--- src/rtl/jtpopeye_pkg.sv ---
// Shared definitions for the Popeye object-table DMA engine.
//   dma_state_e : controller states (idle, bus request, transfer, drain, release)
//   OBJ_BASE    : main-RAM base of the object table (CPU view)
//   OBJ_AW      : object-table offset width
package jtpopeye_pkg;

  localparam logic [15:0] OBJ_BASE = 16'h8C00;
  localparam int unsigned OBJ_AW   = 10;

  typedef enum logic [2:0] {
    StIdle,
    StReq,
    StXfer,
    StDrain,
    StRel
  } dma_state_e;

endpackage

--- src/rtl/jtpopeye_dma_pipe.sv ---
// Address/valid delay line matching the main-RAM read latency.
// An address entered with valid_i appears on addr_o/valid_o Lat clocks later,
// aligned with the read data it fetched.
//   clk, rst_n : clock, asynchronous active-low reset
//   flush_i    : drop every in-flight entry (bus lost)
//   valid_i    : a new address is being presented this clock
//   addr_i     : current RAM offset
//   valid_o    : delayed valid (write strobe source)
//   addr_o     : delayed offset (write address)
module jtpopeye_dma_pipe
  import jtpopeye_pkg::*;
#(
  parameter int unsigned Lat = 2,
  parameter int unsigned Aw  = OBJ_AW
) (
  input  logic          clk,
  input  logic          rst_n,
  input  logic          flush_i,
  input  logic          valid_i,
  input  logic [Aw-1:0] addr_i,
  output logic          valid_o,
  output logic [Aw-1:0] addr_o
);

  logic [Lat-1:0]         valid_q;
  logic [Lat-1:0][Aw-1:0] addr_q;

  always_ff @(posedge clk or negedge rst_n) begin
    if (!rst_n) begin
      valid_q <= '0;
      addr_q  <= '0;
    end else begin
      valid_q[0] <= valid_i & ~flush_i;
      addr_q[0]  <= addr_i;
      for (int i = 1; i < int'(Lat); i++) begin
        valid_q[i] <= valid_q[i-1] & ~flush_i;
        addr_q[i]  <= addr_q[i-1];
      end
    end
  end

  assign valid_o = valid_q[Lat-1];
  assign addr_o  = addr_q[Lat-1];

endmodule

--- src/rtl/jtpopeye_obj_dma.sv ---
// Object-table DMA: on each vertical-blank rising edge, take the Z80 bus and
// copy main RAM 0x8C00.. (DMA_LEN bytes) into the object line-buffer RAM.
// Optional macro JTPOPEYE_DMA_TIMEOUT_EN: give up after TMO_CYC clocks
// without bus grant and raise the sticky dma_err_o flag.
//   clk, rst_n   : clock, asynchronous active-low reset
//   dma_cen_i    : address advance enable
//   vb_i         : vertical blank level
//   busrq_n_o    : Z80 bus request (active low); busak_n_i : acknowledge
//   dma_cs_o     : main RAM address mux select; ad_dma_o : RAM offset
//   dd_dma_i     : RAM read data
//   obj_addr_o/obj_data_o/obj_we_o : object buffer write port
//   dma_busy_o, dma_done_o, dma_err_o : status
module jtpopeye_obj_dma
  import jtpopeye_pkg::*;
#(
  parameter int unsigned DMA_LEN = 1024,
  parameter int unsigned RAM_LAT = 2,
  parameter int unsigned TMO_CYC = 4095
) (
  input  logic              clk,
  input  logic              rst_n,
  input  logic              dma_cen_i,
  input  logic              vb_i,
  output logic              busrq_n_o,
  input  logic              busak_n_i,
  output logic              dma_cs_o,
  output logic [OBJ_AW-1:0] ad_dma_o,
  input  logic [7:0]        dd_dma_i,
  output logic [OBJ_AW-1:0] obj_addr_o,
  output logic [7:0]        obj_data_o,
  output logic              obj_we_o,
  output logic              dma_busy_o,
  output logic              dma_done_o,
  output logic              dma_err_o
);

  // One counter serves both the drain wait and the grant timeout.
  localparam int unsigned CntMax = (TMO_CYC > RAM_LAT) ? TMO_CYC : RAM_LAT;
  localparam int unsigned CntW   = $clog2(CntMax + 1);
  localparam logic [OBJ_AW-1:0] LastAddr  = OBJ_AW'(DMA_LEN - 1);
  localparam logic [CntW-1:0]   DrainLast = CntW'(RAM_LAT - 1);

  dma_state_e        st_q, st_d;
  logic              vbl_q;
  logic              busrq_n_q, busrq_n_d;
  logic              cs_q, cs_d;
  logic [OBJ_AW-1:0] ad_q, ad_d;
  logic              busy_q, busy_d;
  logic              done_q, done_d;
  logic              new_q, new_d;
  logic [CntW-1:0]   cnt_q, cnt_d;
  logic              vb_edge, abort, pipe_valid;

  assign vb_edge = vb_i & ~vbl_q;
  // Bus taken back while we still drive the RAM mux.
  assign abort   = ((st_q == StXfer) || (st_q == StDrain)) && busak_n_i;

`ifdef JTPOPEYE_DMA_TIMEOUT_EN
  localparam logic [CntW-1:0] TmoLast = CntW'(TMO_CYC - 1);
  logic err_q, err_d;
`endif

  always_comb begin
    st_d      = st_q;
    busrq_n_d = busrq_n_q;
    cs_d      = cs_q;
    ad_d      = ad_q;
    busy_d    = busy_q;
    done_d    = 1'b0;
    new_d     = 1'b0;
    cnt_d     = cnt_q;
`ifdef JTPOPEYE_DMA_TIMEOUT_EN
    err_d     = err_q;
`endif
    unique case (st_q)
      StIdle: begin
        if (vb_edge) begin
          busrq_n_d = 1'b0;
          busy_d    = 1'b1;
          cnt_d     = '0;
          st_d      = StReq;
        end
      end
      StReq: begin
        if (!busak_n_i) begin
          cs_d  = 1'b1;
          ad_d  = '0;
          new_d = 1'b1;
          cnt_d = '0;
          st_d  = (LastAddr == '0) ? StDrain : StXfer;
        end
`ifdef JTPOPEYE_DMA_TIMEOUT_EN
        else if (cnt_q == TmoLast) begin
          busrq_n_d = 1'b1;
          err_d     = 1'b1;
          st_d      = StRel;
        end else begin
          cnt_d = cnt_q + 1'b1;
        end
`endif
      end
      StXfer: begin
        if (abort) begin
          cs_d      = 1'b0;
          busrq_n_d = 1'b1;
          st_d      = StRel;
        end else if (dma_cen_i) begin
          ad_d  = ad_q + 1'b1;
          new_d = 1'b1;
          // Presenting the final offset starts the drain wait.
          if (ad_q == LastAddr - 1'b1) begin
            cnt_d = '0;
            st_d  = StDrain;
          end
        end
      end
      StDrain: begin
        if (abort) begin
          cs_d      = 1'b0;
          busrq_n_d = 1'b1;
          st_d      = StRel;
        end else if (cnt_q == DrainLast) begin
          cs_d      = 1'b0;
          busrq_n_d = 1'b1;
          st_d      = StRel;
        end else begin
          cnt_d = cnt_q + 1'b1;
        end
      end
      StRel: begin
        if (busak_n_i) begin
          busy_d = 1'b0;
          done_d = 1'b1;
          st_d   = StIdle;
        end
      end
      default: st_d = StIdle;
    endcase
  end

  always_ff @(posedge clk or negedge rst_n) begin
    if (!rst_n) begin
      st_q      <= StIdle;
      vbl_q     <= 1'b0;
      busrq_n_q <= 1'b1;
      cs_q      <= 1'b0;
      ad_q      <= '0;
      busy_q    <= 1'b0;
      done_q    <= 1'b0;
      new_q     <= 1'b0;
      cnt_q     <= '0;
    end else begin
      st_q      <= st_d;
      vbl_q     <= vb_i;
      busrq_n_q <= busrq_n_d;
      cs_q      <= cs_d;
      ad_q      <= ad_d;
      busy_q    <= busy_d;
      done_q    <= done_d;
      new_q     <= new_d;
      cnt_q     <= cnt_d;
    end
  end

`ifdef JTPOPEYE_DMA_TIMEOUT_EN
  always_ff @(posedge clk or negedge rst_n) begin
    if (!rst_n) err_q <= 1'b0;
    else        err_q <= err_d;
  end
  assign dma_err_o = err_q;
`else
  assign dma_err_o = 1'b0;
`endif

  jtpopeye_dma_pipe #(
    .Lat (RAM_LAT),
    .Aw  (OBJ_AW)
  ) u_pipe (
    .clk     (clk),
    .rst_n   (rst_n),
    .flush_i (abort),
    .valid_i (new_q),
    .addr_i  (ad_q),
    .valid_o (pipe_valid),
    .addr_o  (obj_addr_o)
  );

  // Suppress the write on the abort clock itself; the flush covers the rest.
  assign obj_we_o   = pipe_valid & ~abort;
  assign obj_data_o = obj_we_o ? dd_dma_i : 8'h00;

  assign busrq_n_o  = busrq_n_q;
  assign dma_cs_o   = cs_q;
  assign ad_dma_o   = ad_q;
  assign dma_busy_o = busy_q;
  assign dma_done_o = done_q;

endmodule

--- config.mk ---
export PLATFORM = sky130hd
export DESIGN_NAME = jtpopeye_obj_dma
export DESIGN_NICKNAME = d
export VERILOG_FILES = /design/src/rtl/jtpopeye_pkg.sv /design/src/rtl/jtpopeye_dma_pipe.sv /design/src/rtl/jtpopeye_obj_dma.sv
export SDC_FILE = /design/constraint.sdc
export NUM_CORES = 1
export LEC_CHECK = 0
export ABC_AREA = 0
export BUFFER_PORTS_ARGS = -buffer_cell sky130_fd_sc_hd__buf_2
export CORE_UTILIZATION = 55
export CTS_CLUSTER_SIZE = 14
export DETAILED_ROUTE_END_ITERATION = 8
export PLACE_DENSITY = 0.77
export SETUP_SLACK_MARGIN = 0.1
export SLEW_MARGIN = 20
export SYNTH_ARGS = -nofsm -noshare
export SYNTH_HDL_FRONTEND = slang
export SYNTH_SLANG_ARGS = --single-unit
--- constraint.sdc ---
create_clock -name clk -period 4.93 [get_ports clk]
set_input_delay 0.2465 -clock clk [delete_from_list [all_inputs] [get_ports clk]]
set_output_delay 0.2465 -clock clk [all_outputs]
set_load 0.1 [all_outputs]
# Word-level counts from Yosys, hierarchy flattened
# Cells that the tools add are included.
# classes
addsub,2
eq_ne,18
n_mux,41
bitwise_logic,6
reduce_logical,14
# ops
op,count
12-bit 2-to-1 mux,7
12-bit case mux with 4 select lines,1
10-bit 2-to-1 mux,3
3-bit 2-to-1 mux,8
10-bit case mux with 2 select lines,1
1-bit 2-to-1 mux,15
3-bit case mux with 5 select lines,1
2-bit != test (second input constant),7
12-bit by 1-bit adder with 12-bit output (second input constant),1
12-bit by 1-bit == test with 1-bit output (second input constant),1
4-bit AND reduction,3
10-bit by 1-bit adder with 10-bit output (second input constant),1
10-bit == test (second input constant),1
8-bit 2-to-1 mux,1
8-bit AND reduction,1
3-bit by 2-bit == test with 1-bit output (second input constant),2
3-bit by 1-bit != test with 1-bit output (second input constant),2
1-bit case mux with 3 select lines,2
6-bit AND reduction,1
3-bit nonzero test,2
1-bit bitwise AND,4
2-bit by 1-bit != test with 1-bit output (second input constant),2
1-bit case mux with 2 select lines,2
2-bit nonzero test,2
9 further kinds,10
# word_totals
regBits,53
inputBits,13
output_inout_bits,34
word_cells,93

# Depth between registers and ports, before layout
# depth
ltp_word,6
ltp_mapped,7
depth_no_buf,6

# By module
# From an unflattened synthesis, not the netlist that was laid out.
# unflattened
cells_unflattened,238
area_unflattened_um2,2452.4
# by_module_without_submodules
module,instances,cells_per_inst,area_per_inst_um2
jtpopeye_obj_dma,1,204,1814.2
jtpopeye_dma_pipe,1,34,638.1

# Worst setup path after synthesis
# OpenSTA, ideal clock, no wires.
# synth_timing
path_kind,reg2reg
start,reg ad_q[0] (netlist: ad_dma_o[0])
end,reg cnt_q[10]
arrival_time_ns,2.233
required_time_ns,4.842
setup_slack_ns,2.609
path_stages_with_launch,7
n_path_buf,0
path_cell_list,dfrtp_1 inv_1 ha_1 and4_1 a41oi_1 nand2_1 a41oi_1
# synth_between
elab_chain_len,3
# synth_lines
item,line,source
start: declaration,jtpopeye_obj_dma.sv:47,"logic [OBJ_AW-1:0] ad_q, ad_d;"
start signal: assignment,jtpopeye_obj_dma.sv:147,ad_q <= '0;
start signal: assignment,jtpopeye_obj_dma.sv:157,ad_q <= ad_d;
10-bit == test,jtpopeye_obj_dma.sv:111,if (ad_q == LastAddr - 1'b1) begin
2-bit by 1-bit != test with 1-bit output (no source line),n/a,
8-bit AND reduction (no source line),n/a,
end signal: assignment,jtpopeye_obj_dma.sv:161,cnt_q <= cnt_d;
end: declaration,jtpopeye_obj_dma.sv:51,"logic [CntW-1:0] cnt_q, cnt_d;"
# No other way between the ends.
# A chain may end at the register's enable or synchronous reset.

# Final worst setup path
# layout_timing
start,reg st_q[2]
end,out obj_data_o[2]
# layout_between
elab_chain_len,6
word_cells_on_any_way,7
# layout_lines
item,line,source
start: declaration,jtpopeye_obj_dma.sv:43,"dma_state_e st_q, st_d;"
start signal: assignment,jtpopeye_obj_dma.sv:143,st_q <= StIdle;
start signal: assignment,jtpopeye_obj_dma.sv:153,st_q <= st_d;
3-bit by 2-bit == test with 1-bit output,jtpopeye_obj_dma.sv:56,assign abort = ((st_q == StXfer) || (st_q == StDrain)) && busak_n_i;
1-bit logical OR *,jtpopeye_obj_dma.sv:56,
1-bit logical AND *,jtpopeye_obj_dma.sv:56,
1-bit NOT *,jtpopeye_obj_dma.sv:189,assign obj_we_o = pipe_valid & ~abort;
1-bit bitwise AND *,jtpopeye_obj_dma.sv:189,
8-bit 2-to-1 mux *,jtpopeye_obj_dma.sv:190,assign obj_data_o = obj_we_o ? dd_dma_i : 8'h00;
end: declaration,jtpopeye_obj_dma.sv:30,"output logic [7:0] obj_data_o,"
# Every way passes the cells marked *; elsewhere a longest branch is shown, timed or not.

==> results summary <==
Setup violations remaining at the end of the flow were counted as 0. The clock slew at the register clock pins of the worst setup and hold paths is 0.11 ns. The setup slack of the most critical reg-to-reg path came out at 2.75 ns. The path class of the tightest hold or removal check is in2async. The weighted congestion reported at the end of routability-driven placement is 0.9252. The share of the synthesized area in the top cell type is 52.39%. The number of buffers created by CTS is 5. The vertical die dimension came out at 69.20 microns. 0 antenna diodes ended up in the layout.

The power density over the cells came out at 551.2 mW/mm^2. Yosys instantiated no cell more often than sky130_fd_sc_hd__dfrtp_1. The ratio of cells with drive above 1 in the final layout came out at 22.88%. The number of antenna violations at the first check in global routing is 0. For this run, the register share of the synthesized area comes to 53.45%. Setup slack closes at 2.727 ns. The total of buffers placed on input and output ports came out at 45. The clock latency on the worst-skew pair came out at 0.32 ns. The flip-flop cell with the highest count after synthesis is sky130_fd_sc_hd__dfrtp_1. The endpoint of the most critical setup path is obj_data_o[2]. The worst slew slack as a fraction of its limit came out at 36.26%. The register bit count reported by yosys is 53. The wire length of the first global-routing pass is 7755 microns. Data on the critical path arrives at its endpoint at 1.96 ns. The area of the mapped netlist came out at 0.002484 sq mm. The Yosys step of the flow raised 0 warnings. The final critical delay including setup and external delays came out at 2.203 ns. The unique cell type count in the Yosys netlist came out at 48.

TritonCTS built the clock tree. Excluding fillers, the count of instances in the completed layout stands at 323. The number of endpoints with negative hold slack in the final report is 0. The worst setup path is captured at an output port.

The cell total after placement came out at 315. The number of placement rows came out at 24. The run finished with clean final reports. The initial detailed-routing violation count came out at 111.

The number of cells on the worst reg-to-reg path is 4. The number of filler cells placed in the layout is 359. The via count of the routed design is 1908. In this run the post-CTS setup repair buffer count came out at 0. The post-cts repair resize count is 0.

STA classifies the critical path startpoint as a flip-flop. The synthesized area divided by synthesized cell count came out at 10.48 sq um. The number of clock sinks is 53. The maximum root-to-sink buffer count is 2. IR analysis of the VDD net gives a maximum drop of 0.5065 mV. CTS built an H-tree with a depth of 2.

The worst register-to-register path begins at cnt_q[9]. For this design the static power due to leakage is 0.001371 uW. The post-route antenna net violation count came out at 0.

After detailed routing, the average wire length per cell comes to 14.37 microns. The number of max-cap violations is 0. The largest net degree at the start of global routing is 54. The source of the critical timing path is st_q[2]. The biggest area contributor in the post-synthesis netlist is sky130_fd_sc_hd__dfrtp_1.

The number of enable-type register cells in the synthesized netlist came out at 0. In this run the critical register-to-register path is captured at st_q[0]. The routed design has 4642 microns of wire. Setup repair after global routing left no endpoint under its margin. The all-layer global routing usage came out at 20.30%. The placed instances occupy a cell area of 0.002654 sq mm. The critical path in this run is classified as reg2out. The DRC violation count after routing came out at 0. The via density per instance is 5.907. The maximum fanout encountered on the critical timing path came out at 14.

Counting flops with an async set or reset pin after synthesis yields a share of 100.0%. The first detailed-routing pass took 4 iterations. The die area came out at 0.004789 sq mm.

Once detailed placement completed, the half-perimeter wirelength came to 3187 microns. The measured slew at the worst slew-check pin came out at 0.9517 ns. The synthesized net count came out at 254. The number of cells produced by synthesis came out at 237. The width of the die came out at 69.20 microns. The max-slew violation total from the final report came out at 0. The count of boundary I/O pins came out at 47. The signed area change from the synthesized netlist to the final layout came out at 10.78%.

The share of the cycle needed by the critical path after routing came out at 44.69%. The total negative slack for setup checks came out at 0 ns. The maximum clock frequency came out at 0.4539 GHz. The core region is 0.004354 sq mm.

Once layout is done, the placed cells without fillers occupy 0.002751 sq mm. After clock tree synthesis, the flow added hold-fix buffers numbering 0. The clock arrives with 0.01504 ns of skew.

For this configuration, the core starts out at a cell density of 57.04%. By area the synthesized netlist is led by sky130_fd_sc_hd__dfrtp_1, sky130_fd_sc_hd__buf_4, sky130_fd_sc_hd__a21oi_1, sky130_fd_sc_hd__o21ai_0, sky130_fd_sc_hd__a41oi_1. Sorting the synthesized cells by how often they occur yields sky130_fd_sc_hd__dfrtp_1, sky130_fd_sc_hd__nor2_1, sky130_fd_sc_hd__a21oi_1. The tree is rooted in a sky130_fd_sc_hd__clkbuf_8. The aggregate global routing overflow is 0. The number of global-route vias before repair came out at 1611. The final layout net count is 287. At the worst endpoint, the required time is 4.68 ns. At the placement stage, the worst setup path has a slack of 2.802 ns. The tightest hold margin is 0.02992 ns.
state kept, by name, summed over array words and instances (netlist names):
register and flops:
cnt_q 12, vbl_q 1, u_pipe.addr_q 10, dma_done_o 1, st_q 3, busrq_n_o 1, u_pipe.addr_o 10, dma_cs_o 1
ad_dma_o 10, dma_busy_o 1, u_pipe.valid_q 2, new_q 1
cell families (layout without fill, tap and decap cells):
group	after synthesis	after routing	synth area share, %
adders and majority gates	4	4	2.015
muxes	2	2	0.8564
xor gates and xnor gates	4	4	1.411
and+or+nand+nor	85	85	18.79
DFF	53	53	53.45
AOI/OAI and AO/OA	58	58	16.68
buffers and inverters	30	64	6.650
other	1	1	0.1510
power by group:
group | switching [uW] | internal, uW
Combinational | 524 | 151
Clock | 151 | 106
Sequential | 81.6 | 503
how the worst min path moves through the flow:
stage	start	endpoint	depth (start not counted)	slack, ns
2_1_floorplan	rst_n	ad_dma_o[0]	0	-0.05
3_3_place_gp	u_pipe.addr_q[5]	u_pipe.addr_o[5]	0	0.33
3_5_place_dp	u_pipe.addr_q[1]	u_pipe.addr_o[1]	0	0.33
4_1_cts	rst_n	dma_busy_o	2	0.06
5_1_grt	vb_i	vbl_q	1	0.06
6_report	rst_n	u_pipe.addr_q[2]	2	0.03
routing by layer:
layer	wire length, microns	global-route usage (%)	vias up
met2	2147	30.42	76
met4	58	8.390	0
met3	257	3.779	8
met5	0	0	-
met1	2178	29.16	906
li1	-	-	918
worst max-delay path: stages, from the launching register on:
cell                      delay (ns)
sky130_fd_sc_hd__dfrtp_1        0.65
sky130_fd_sc_hd__nor2b_1        0.13
sky130_fd_sc_hd__nand2_1        0.24
sky130_fd_sc_hd__and3_1         0.20
sky130_fd_sc_hd__buf_2          0.42
placed cells by master, fill, tap and decap left out, drive strengths merged, types with 2 or more instances in the layout:
master	count
clkbuf	5
nand4	4
a21oi	15
nor2b	3
and4	2
o2111ai	3
inv	12
or3	4
and2	6
a41oi	7
o211ai	4
o22ai	2
nand3	8
nor2	16
xor2	3
o211a	2
nand2b	2
a31o	2
ha	4
buf	46
o21ai	13
and3	9
nor4	3
a31oi	3
nor3	5
a22o	2
a211o	2
nand2	14
dfrtp	52
nand3b	2
area by class of cell:
type | count | area [sq um] | area share, %
Timing Repair Buffer | 46 | 232.7 | 8.458
Tap cell | 52 | 65.06 | 2.365
Inverter | 10 | 37.54 | 1.364
Sequential cell | 53 | 1328 | 48.25
Clock inverter | 3 | 28.78 | 1.046
Multi-Input combinational cell | 154 | 991.0 | 36.02
Clock buffer | 5 | 68.82 | 2.501
per-stage QoR:
step,utilization (%),power (uW)
finish,63.19,1517
floorplan,-,1168
global placement,60.95,1256
CTS,63.19,1522
detailed placement,60.95,1261
global route,63.19,1592
(Power assumes the default switching activity.)
